$ cat src/rtl/or_frame_acc.sv
// Frame OR-accumulator: ORs accepted words into one result per frame of
// frame_len beats (or until flush), then holds the result until downstream takes it.
module or_frame_acc #(
   parameter int W  = 8,
   parameter int LW = 4
) (
   input  logic          clk,
   input  logic          rst,
   input  logic          in_valid,
   input  logic [W-1:0]  in_data,
   output logic          in_ready,
   input  logic [LW-1:0] frame_len,
   input  logic          flush,
   output logic          out_valid,
   input  logic          out_ready,
   output logic [W-1:0]  out_data,
   output logic [LW:0]   out_count,
   output logic          out_full
);

   typedef enum logic [1:0] {IDLE, ACC, HOLD} state_t;

   localparam logic [LW:0] CNT_ONE = (LW+1)'(1);

   state_t        state_reg, state_next;
   logic [W-1:0]  acc_reg, acc_next;
   logic [LW:0]   cnt_reg, cnt_next;
   logic [LW:0]   len_reg, len_next;
   logic [LW:0]   cnt_inc;
   logic          accept;

   assign in_ready = (state_reg != HOLD);
   assign accept   = in_valid & in_ready;
   assign cnt_inc  = cnt_reg + CNT_ONE;

   always_ff @(posedge clk) begin
      if (rst) begin
         state_reg <= IDLE;
         acc_reg   <= '0;
         cnt_reg   <= '0;
         len_reg   <= '0;
      end else begin
         state_reg <= state_next;
         acc_reg   <= acc_next;
         cnt_reg   <= cnt_next;
         len_reg   <= len_next;
      end
   end

   always_comb begin
      state_next = state_reg;
      acc_next   = acc_reg;
      cnt_next   = cnt_reg;
      len_next   = len_reg;
      case (state_reg)
         IDLE: begin
            if (accept) begin
               acc_next   = in_data;
               cnt_next   = CNT_ONE;
               // A zero frame_len widens to 2^LW through the extra MSB.
               len_next   = {(frame_len == '0), frame_len};
               state_next = (len_next == CNT_ONE) ? HOLD : ACC;
            end
         end
         ACC: begin
            if (accept) begin
               acc_next = acc_reg | in_data;
               cnt_next = cnt_inc;
               if ((cnt_inc == len_reg) || flush)
                  state_next = HOLD;
            end else if (flush) begin
               state_next = HOLD;
            end
         end
         HOLD: begin
            if (out_ready) begin
               state_next = IDLE;
               acc_next   = '0;
               cnt_next   = '0;
            end
         end
         default: state_next = IDLE;
      endcase
   end

   assign out_valid = (state_reg == HOLD);
   assign out_data  = out_valid ? acc_reg : '0;
   assign out_count = out_valid ? cnt_reg : '0;
   assign out_full  = out_valid & (&acc_reg);

endmodule

$ cat config.mk
export PLATFORM = sky130hd
export DESIGN_NAME = or_frame_acc
export DESIGN_NICKNAME = d
export VERILOG_FILES = /design/src/rtl/or_frame_acc.sv
export SDC_FILE = /design/constraint.sdc
export NUM_CORES = 1
export LEC_CHECK = 0
export ABC_AREA = 1
export CAP_MARGIN = 10
export CORE_ASPECT_RATIO = 0.8
export CORE_MARGIN = 2
export CORE_UTILIZATION = 47
export CTS_CLUSTER_SIZE = 20
export DETAILED_ROUTE_END_ITERATION = 8
export PLACE_DENSITY = 0.78
export SETUP_SLACK_MARGIN = 0.4
export SLEW_MARGIN = 5
export SYNTH_ARGS = -nofsm -noshare
export SYNTH_HDL_FRONTEND = slang
export SYNTH_SLANG_ARGS = --single-unit
$ cat constraint.sdc
create_clock -name clk -period 1.95 [get_ports clk]
set_input_delay 0.2925 -clock clk [delete_from_list [all_inputs] [get_ports clk]]
set_output_delay 0.2925 -clock clk [all_outputs]
set_load 0.01 [all_outputs]
=== Word-level counts from Yosys, hierarchy flattened ===
Index checks and enable logic that the tools add are counted.

* Equal/unequal tests: 10
* Bitwise gates (word level): 3
* Reduce and logical (&&, ||, !) cells: 8
* Add/subtract/negate cells: 1
* Muxes and demuxes: 17

{| class="wikitable"
|+ Operators with widths
! operator !! number
|-
| two-way mux 8 bit || 4
|-
| one-hot mux 8 bit (3 select lines) || 1
|-
| two-way mux 5 bit || 4
|-
| one-hot mux 5 bit (3 select lines) || 1
|-
| two-way mux 2 bit || 6
|-
| bitwise OR 8 bit || 1
|-
| AND reduction 4 bit || 2
|-
| AND reduction 8 bit || 1
|-
| != test 2 bit (second input constant) || 3
|-
| != test 3 bit (second input constant) || 2
|-
| one-hot mux 2 bit (3 select lines) || 1
|-
| adder 5 x 1 -> 5 bit (second input constant) || 1
|-
| equality test 5 x 1 -> 1 bit (second input constant) || 1
|-
| equality test 5 bit || 1
|-
| zero test 4 bit || 1
|-
| nonzero test 3 bit || 1
|-
| AND 1 bit || 2
|-
| equality test 2 x 1 -> 1 bit (second input constant) || 1
|-
| equality test 2 bit (second input constant) || 1
|-
| zero test 2 bit || 1
|-
| != test 2 x 1 -> 1 bit (second input constant) || 1
|-
| AND reduction 2 bit || 1
|-
| logical OR 1 bit || 1
|}

* Flip-flop bits (word level): 20
* Word-level logic and storage cells: 43
* Bits of input ports: 17
* Output and inout port bits: 16

=== Logic depth before layout (Yosys ltp) ===
Gate-level depths: netlist of run 1.

* Word-level depth: 6
* Mapped depth: 13
* Mapped depth without buffers: 13

=== Least setup slack after synthesis of run 1 ===
Ideal clock, no wire load.

* Path type: reg2reg
* Start point: reg state_reg[0]
* End point: reg len_reg[4]
* Cell stages (with the launch flop): 12
* Data arrival time: 1.493 ns
* Setup time: 0.056 ns
* Period minus slack after synthesis: 1.549 ns
* Data required time: 1.894 ns
* Path buffers: 0
* Setup slack: 0.401 ns
* Cell sequence: dfxtp_1 > inv_1 > ha_1 > inv_2 > nand2_2 > nor2_1 > inv_1 > nor2_1 > nand3_1 > o21ai_0 > nand2_1 > inv_1

* Longest elaborated chain between the ends: 3
* Elaborated cells between the ends (all ways): 4
* Those cells by class: eq/ne: 1; bitwise: 1; reduce/logical: 2

{| class="wikitable"
|+ Ends and longest elaborated chain
! element !! line !! source
|-
| start, declared || 25 || <nowiki>state_t state_reg, state_next;</nowiki>
|-
| start signal, assigned || 43 || <nowiki>state_reg <= state_next;</nowiki>
|-
| != test 2 bit || 32 || <nowiki>assign in_ready = (state_reg != HOLD);</nowiki>
|-
| via in_ready || 11 || <nowiki>output logic in_ready,</nowiki>
|-
| AND 1 bit || 33 || <nowiki>assign accept = in_valid & in_ready;</nowiki>
|-
| AND reduction 2 bit (no line) || n/a ||
|-
| end signal, assigned || 46 || <nowiki>len_reg <= len_next;</nowiki>
|-
| end, declared || 28 || <nowiki>logic [LW:0] len_reg, len_next;</nowiki>
|}

The timed path passes the listed nets, and every way through them passes these cells.
A chain may end at the register's enable or synchronous reset.

=== Worst setup path in the final report of run 1 ===
* Start point: reg state_reg[0]
* End point: reg acc_reg[2]

* Longest elaborated chain between the ends: 4
* Elaborated cells between the ends (all ways): 11
* Those cells by class: eq/ne: 6; mux: 1; bitwise: 1; reduce/logical: 3

{| class="wikitable"
|+ Ends and longest elaborated chain
! element !! line !! source
|-
| != test 2 bit || 32 ||
|-
| AND 1 bit || 33 ||
|-
| != test 2 bit (no line) || n/a ||
|-
| AND reduction 4 bit (no line) || n/a ||
|-
| end signal, assigned || 44 || <nowiki>acc_reg <= acc_next;</nowiki>
|-
| end, declared || 26 || <nowiki>logic [W-1:0] acc_reg, acc_next;</nowiki>
|}

Parallel ways exist; a longest one is shown, timed or not.

==> flow_summary_export.csv, run 1 <==
group,metric,value,unit
cells_and_area,final_cell_mix,"nand2_1, inv_1, a21oi_1, dfxtp_1, clkdlybuf4s50_1",
route,drtPass1Iterations,4,
route,wl_met2,1.82,mm
cts,cts_buffer_depth,2,
die,die_area,3010,µm²
die,die_x,60.8,µm
timing,drv_slew,0,
route,routed_via_density,5.21,
logic_synthesis,synth_edf_count,0,
pwr,peakVddDrop,0.967,mV
timing,finalHoldViolCount,0,
grt,grt.total_usage,24.8,%
worst_setup_path,cp-start-kind,"register",
job,maxCapViolations,0,
logic_synthesis,syn_avg_cell_area,6.35,µm²
worst_setup_path,crit_fanout,5,
route,dr.first_iter.drc_count,62,
cts,clkLatencyLatePin,0.32,ns
logic_synthesis,ys_seq_area_share,33.0,%
grt,globalRoute.totalOverflow,0,
timing,clock_skew,0.00181,ns
cells_and_area,multiInputGateArea,898,µm²
die,fp.dieH,49.5,µm
placement,hpwl,2.27,mm
grt,grt_pass1_wl,5.65,mm
worst_setup_path,reg2reg_from,"state_reg[0]",
logic_synthesis,syn_nets,212,
cts,cts_made_buffers,3,
logic_synthesis,ys_async_sr_fraction,0,%
worst_setup_path,critPathMaxStageDelay,0.35,ns
logic_synthesis,syn_area,1210,µm²
cells_and_area,antennaDiodeCount,0,
die,core_area,2440,µm²
cells_and_area,regArea,408,µm²
timing,tightest_slew,0.292,ns
cells_and_area,final_common_cell,"nand2_1",
grt,antenna_found_initial,0,
route,drc_errors,0,
pwr,clockPowerShare,8.8,%
cts,cts_root_buf,"clkbuf_4",
die,std_cell_rows,16,
worst_setup_path,reg2reg_slack,0.22,ns
pwr,leakagePower,0.883,nW
pwr,seqPwrFrac,23.9,%
logic_synthesis,synth_area_leaders,"dfxtp_1, nand2_1, inv_1, a21oi_1, nor2_1",
logic_synthesis,syn-instance-count,191,
worst_setup_path,reg2regPathDepth,11,
route,wl_met1,1.59,mm
logic_synthesis,synth_seq_cells,20,
timing,finalCritPeriodShare,88.7,%
placement,dpl.cell_count,259,
worst_setup_path,cp_cell_sequence,"inv_2 -> ha_4 -> buf_6 -> inv_8 -> nand2_8 -> o21ai_4 -> buf_12 -> nand2_4 -> nor3b_2 -> a21oi_1 -> nor2_1",
placement,gp_congestion,0.972,
cts,h-tree-depth,1,
timing,holdWs,0.493,ns
min_path,hold_path_depth,2,
timing,fmax,578,MHz
pwr,cell_internal_pwr,1.52,mW
route,met3WireLength,225,µm
worst_setup_path,slowest_stage,"dfxtp_2",
die,start_util,49.7,%
timing,setup_ws,0.221,ns
cells_and_area,final_nets,260,
pwr,power_switching,1.40,mW
placement,preCtsSetupSlack,0.137,ns
outcome,outcome,"completed",
worst_setup_path,r2r-end,"acc_reg[2]",
grt,grt_max_degree,13,
min_path,min_from,"len_reg[2]",
route,ant_nets,0,
worst_setup_path,crit_required,2.22,ns
worst_setup_path,end_kind,"register",
cells_and_area,drive_above_1_share,42.0,%
pwr,p_comb_share,67.4,%
cells_and_area,post-route-util,79.9,%
min_path,hold_path.class,"register to register",
logic_synthesis,yosys.area.top_type_share,33.0,%
route,vias,1428,
cells_and_area,num-fill-cells,171,
timing,setup_tns,0,ns
logic_synthesis,yosys_warnings,0,
route,avgRoutedWirePerCell,13.6,µm
logic_synthesis,ys_types,21,
pwr,swShare,48.0,%
placement,postPlaceCellArea,1590,µm²
logic_synthesis,synth_top_cell_by_area,"dfxtp_1",
cts,cts.sinks,20,
cells_and_area,fin_cells,274,
cells_and_area,area_growth,60.7,%
worst_setup_path,worstPathArrival,2.00,ns
logic_synthesis,synthFlopType,"dfxtp_1",
min_path,hold_end,"len_reg[2]",
timing,period_needed,1.73,ns
cells_and_area,finalInstanceArea,1950,µm²
pwr,total_power,2.92,mW
worst_setup_path,crit_type,"register to register",
timing,slew_headroom,80.5,%
grt,grt_pass1_vias,1253,
timing,setup_viol,0,
cells_and_area,largest_reg_flops,8,
placement,numPortBuffers,32,
cts,path_clk_slew,0.12,ns
cts,cts_tree,"built",
pwr,p_per_area,1500,nW/µm²
timing,rsz0062_at_grt,"true",
die,io_pins,33,
route,wirelength,3.72,mm
route,maxUsedRoutingLayer,"met4",
[power by group through the flow]
| stage | clock [mW] | sequential [mW] | combinational [mW] |
|---|---|---|---|
| 2_1_floorplan | 0 | 0.632 | 0.858 |
| 3_3_place_gp | 0 | 0.657 | 1.10 |
| 3_5_place_dp | 0 | 0.662 | 1.13 |
| 4_1_cts | 0.260 | 0.673 | 1.44 |
| 5_1_grt | 0.282 | 0.716 | 2.12 |
| 6_report | 0.257 | 0.697 | 1.97 |
[area by class of cell]
class / instances / share of cell area (%)
inverter: 34 / 7.06
clock buffer: 4 / 1.86
timing repair buffer: 46 / 21.8
tap: 36 / 2.31
sequential: 20 / 20.9
multi-input combinational: 134 / 46.1
[repair_timing]
item,in CTS,in global routing
hold buffers,0,0
gates cloned,2,0
endpoints found under the setup margin,35,32
gates resized for setup,95,58
pin swaps,4,20
setup buffers,3,6
[cells in the mapped netlist (2+ instances only)]
cell type  count
ha_1           4
nand2_1       45
a21oi_1       24
nand3_1        9
o21ai_2        2
nand4_1        4
inv_1         33
o21ai_0        8
nor2_1        18
nor3_1         2
dfxtp_1       20
nor3b_1        8
clkbuf_1       3
nand2_2        4
[worst max-delay path, delay by kind of cell, from the launching register on]
kind / cells / cell delay (ns)
adders and majority gates: 1 / 0.18
DFF: 1 / 0.35
AOI/OAI and AO/OA: 2 / 0.29
and+or+nand+nor: 4 / 0.44
buffers and inverters: 4 / 0.40
[per-layer routing]
layer | vias up | track usage [%]
met5 | - | 0
met4 | 0 | 8.70
met3 | 11 | 5.51
met2 | 53 | 38.9
met1 | 656 | 33.2
li1 | 708 | -
[kinds of logic after synthesis]
group,count (synthesis),share of synthesized area [%]
buffers and inverters,39,13.0
and+or+nand+nor,90,33.1
adders and majority gates,4,4.12
DFF,20,33.0
AOI/OAI and AO/OA,38,16.8
[worst max-delay path by stage]
stage | startpoint | endpoint | slack [ns]
floorplan | state_reg[0] | len_reg[4] | 0.40
global placement | state_reg[0] | out_full | 0.22
detailed placement | state_reg[0] | acc_reg[3] | 0.14
CTS | state_reg[1] | acc_reg[3] | 0.34
global route | state_reg[0] | acc_reg[2] | 0.15
finish | state_reg[0] | acc_reg[2] | 0.22
No activity file was read; power rests on OpenSTA's default activity.
==> inputs of run 2 (changes only) <==
--- a/config.mk
+++ b/config.mk
@@ -6,13 +6,14 @@
 export NUM_CORES = 1
 export LEC_CHECK = 0
 export ABC_AREA = 1
-export CAP_MARGIN = 10
+export CAP_MARGIN = 20
 export CORE_ASPECT_RATIO = 0.8
 export CORE_MARGIN = 2
-export CORE_UTILIZATION = 47
+export CORE_UTILIZATION = 43
 export CTS_CLUSTER_SIZE = 20
 export DETAILED_ROUTE_END_ITERATION = 8
-export PLACE_DENSITY = 0.78
+export HOLD_SLACK_MARGIN = 0.1
+export PLACE_DENSITY = 0.75
 export SETUP_SLACK_MARGIN = 0.4
 export SLEW_MARGIN = 5
 export SYNTH_ARGS = -nofsm -noshare
==> constraint.sdc (replaced) <==
create_clock -name clk -period 1.5 [get_ports clk]
set_input_delay 0.225 -clock clk [delete_from_list [all_inputs] [get_ports clk]]
set_output_delay 0.225 -clock clk [all_outputs]
set_load 0.01 [all_outputs]
==> run 2 against run 1 <==
Effect of this change:
- the flow now finishes with violations (negative setup slack)
- register-to-register slack lost 0.33 ns
- total power grew 39%
- sequential power grew 23%
- first-iteration DRC count grew 9.7%
- critical path depth shrank 4
- routed wire length grew 8.4%
- count of clock-buffer cells in the layout is the same
- critical path type is now register to primary output
==> flow_summary_export.csv, run 2 (synthesized netlist as in run 1, its figures left out) <==
group,metric,value,unit
timing,setup_viol,27,
worst_setup_path,reg2reg_slack,-0.11,ns
placement,dpl.cell_count,278,
cts,cts.sinks,20,
outcome,failed_checks,"negative setup slack",
grt,globalRoute.totalOverflow,0,
route,dr.first_iter.drc_count,68,
timing,drv_slew,0,
cells_and_area,area_growth,72.3,%
pwr,total_power,4.06,mW
cells_and_area,final_cell_mix,"nand2_1, a21oi_1, buf_4, inv_1",
cts,path_clk_slew,0.12,ns
cells_and_area,fin_cells,291,
placement,numPortBuffers,32,
cells_and_area,multiInputGateArea,866,µm²
route,drc_errors,0,
cells_and_area,final_common_cell,"nand2_1",
outcome,outcome,"finished, violations left",
worst_setup_path,reg2reg_from,"state_reg[0]",
pwr,p_per_area,1940,nW/µm²
grt,grt.total_usage,23.8,%
placement,gp_congestion,0.825,
cts,cts_buffer_depth,2,
cells_and_area,final_nets,275,
worst_setup_path,crit_fanout,6,
pwr,leakagePower,1.02,nW
cells_and_area,num-fill-cells,202,
cells_and_area,largest_reg_flops,8,
grt,grt_pass1_wl,6.15,mm
worst_setup_path,reg2regPathDepth,11,
timing,fmax,622,MHz
die,io_pins,33,
die,std_cell_rows,17,
timing,slew_headroom,80.0,%
worst_setup_path,crit_required,1.27,ns
worst_setup_path,cp-start-kind,"register",
cells_and_area,finalInstanceArea,2090,µm²
grt,grt_pass1_vias,1472,
cts,h-tree-depth,1,
cells_and_area,regArea,405,µm²
cts,hold_buffers,0,
route,routed_via_density,5.08,
die,die_area,3270,µm²
route,vias,1479,
timing,setup_ws,-0.109,ns
pwr,peakVddDrop,1.41,mV
min_path,min_from,"len_reg[2]",
cts,cts_tree,"built",
cells_and_area,drive_above_1_share,43.5,%
cts,cts_root_buf,"clkbuf_4",
route,wirelength,4.04,mm
die,core_area,2720,µm²
cts,cts_made_buffers,3,
worst_setup_path,crit_type,"register to primary output",
worst_setup_path,worstPathArrival,1.38,ns
route,drtPass1Iterations,4,
route,avgRoutedWirePerCell,13.9,µm
min_path,hold_end,"len_reg[2]",
timing,finalHoldViolCount,0,
job,maxCapViolations,0,
route,ant_nets,0,
worst_setup_path,r2r-end,"acc_reg[1]",
worst_setup_path,end_kind,"primary output",
die,die_x,63.4,µm
grt,grt_max_degree,14,
placement,hpwl,2.66,mm
timing,tightest_slew,0.299,ns
min_path,hold_path.class,"register to register",
timing,period_needed,1.61,ns
min_path,hold_path_depth,2,
timing,rsz0062_at_grt,"true",
die,fp.dieH,51.5,µm
timing,finalCritPeriodShare,107,%
placement,postPlaceCellArea,1830,µm²
grt,antenna_found_initial,0,
cells_and_area,antennaDiodeCount,0,
die,start_util,44.6,%
timing,clock_skew,0.00198,ns
cts,clkLatencyLatePin,0.31,ns
run 2: changes by cell type in the layout (fill, tap and decap cells not counted), moves of 2 or more:
cell     delta
a21oi_1     +6
buf_6       +4
buf_4      +11
nand2_4     +2
o21ai_2     +3
a21oi_2     -6
nand2_2     -3
o21ai_0     -3
run 2: worst max-delay path by stage:
stage	slack, ns	end	from
after detailed placement	-0.15	acc_reg[3]	state_reg[0]
after CTS	-0.11	acc_reg[1]	state_reg[0]
final	-0.11	out_data[2]	state_reg[0]
after floorplan	0.12	acc_reg[1]	state_reg[0]
after global routing	-0.18	acc_reg[1]	state_reg[0]
after global placement	-0.04	acc_reg[3]	state_reg[0]
run 2: critical path: stages, from the launching register on:
cell and delay (ns):
dfxtp_2 0.35, inv_2 0.05, ha_4 0.18, buf_4 0.14, buf_4 0.13, nand2_1 0.06
inv_1 0.04, buf_2 0.13
run 2: layout make-up:
cell class,instances,area share (%)
sequential,20,19.4
clock buffer,4,1.74
tap,38,2.27
timing repair buffer,63,28.6
multi-input combinational,132,41.4
inverter,34,6.58
run 2: stage by stage:
step           hold WS [ns]  utilization (%)  setup TNS [ns]  worst slack [ns]
2_1_floorplan         0.287                -               0             0.120
3_3_place_gp          0.466             67.1          -0.343           -0.0355
3_5_place_dp          0.472             67.1           -1.69            -0.152
4_1_cts               0.489             69.2           -1.14            -0.106
5_1_grt               0.534             76.8           -4.07            -0.185
6_report              0.500             76.8           -1.79            -0.109
run 2: per-layer routing:
layer | routed length [µm] | vias to the layer above | global-route usage (%)
met5 | 0 | - | 0
met4 | 40 | 0 | 9.06
met3 | 154 | 6 | 4.98
met2 | 2080 | 41 | 46.1
met1 | 1760 | 695 | 25.8
li1 | - | 737 | -
run 2: report_power, final:
group          switching (mW)  internal (mW)
Combinational            1.46           1.41
Clock                   0.182          0.148
Sequential              0.147          0.713
Total                    1.79           2.28
run 2: repair_timing:
item,4_1_cts,5_1_grt
cloned,0,2
resized for setup,75,51
buffers inserted,4,3
pin swaps,3,8
setup endpoints to repair,36,36
endpoints found under the hold margin,0,0
==> inputs of run 3 (changes only) <==
--- a/config.mk
+++ b/config.mk
@@ -10,6 +10,7 @@
 export CORE_ASPECT_RATIO = 0.8
 export CORE_MARGIN = 2
 export CORE_UTILIZATION = 43
+export CTS_CLUSTER_DIAMETER = 60
 export CTS_CLUSTER_SIZE = 20
 export DETAILED_ROUTE_END_ITERATION = 8
 export HOLD_SLACK_MARGIN = 0.1
==> results of run 3 <==
Same layout as run 2: the final DEF is identical, and so are final timing and power.
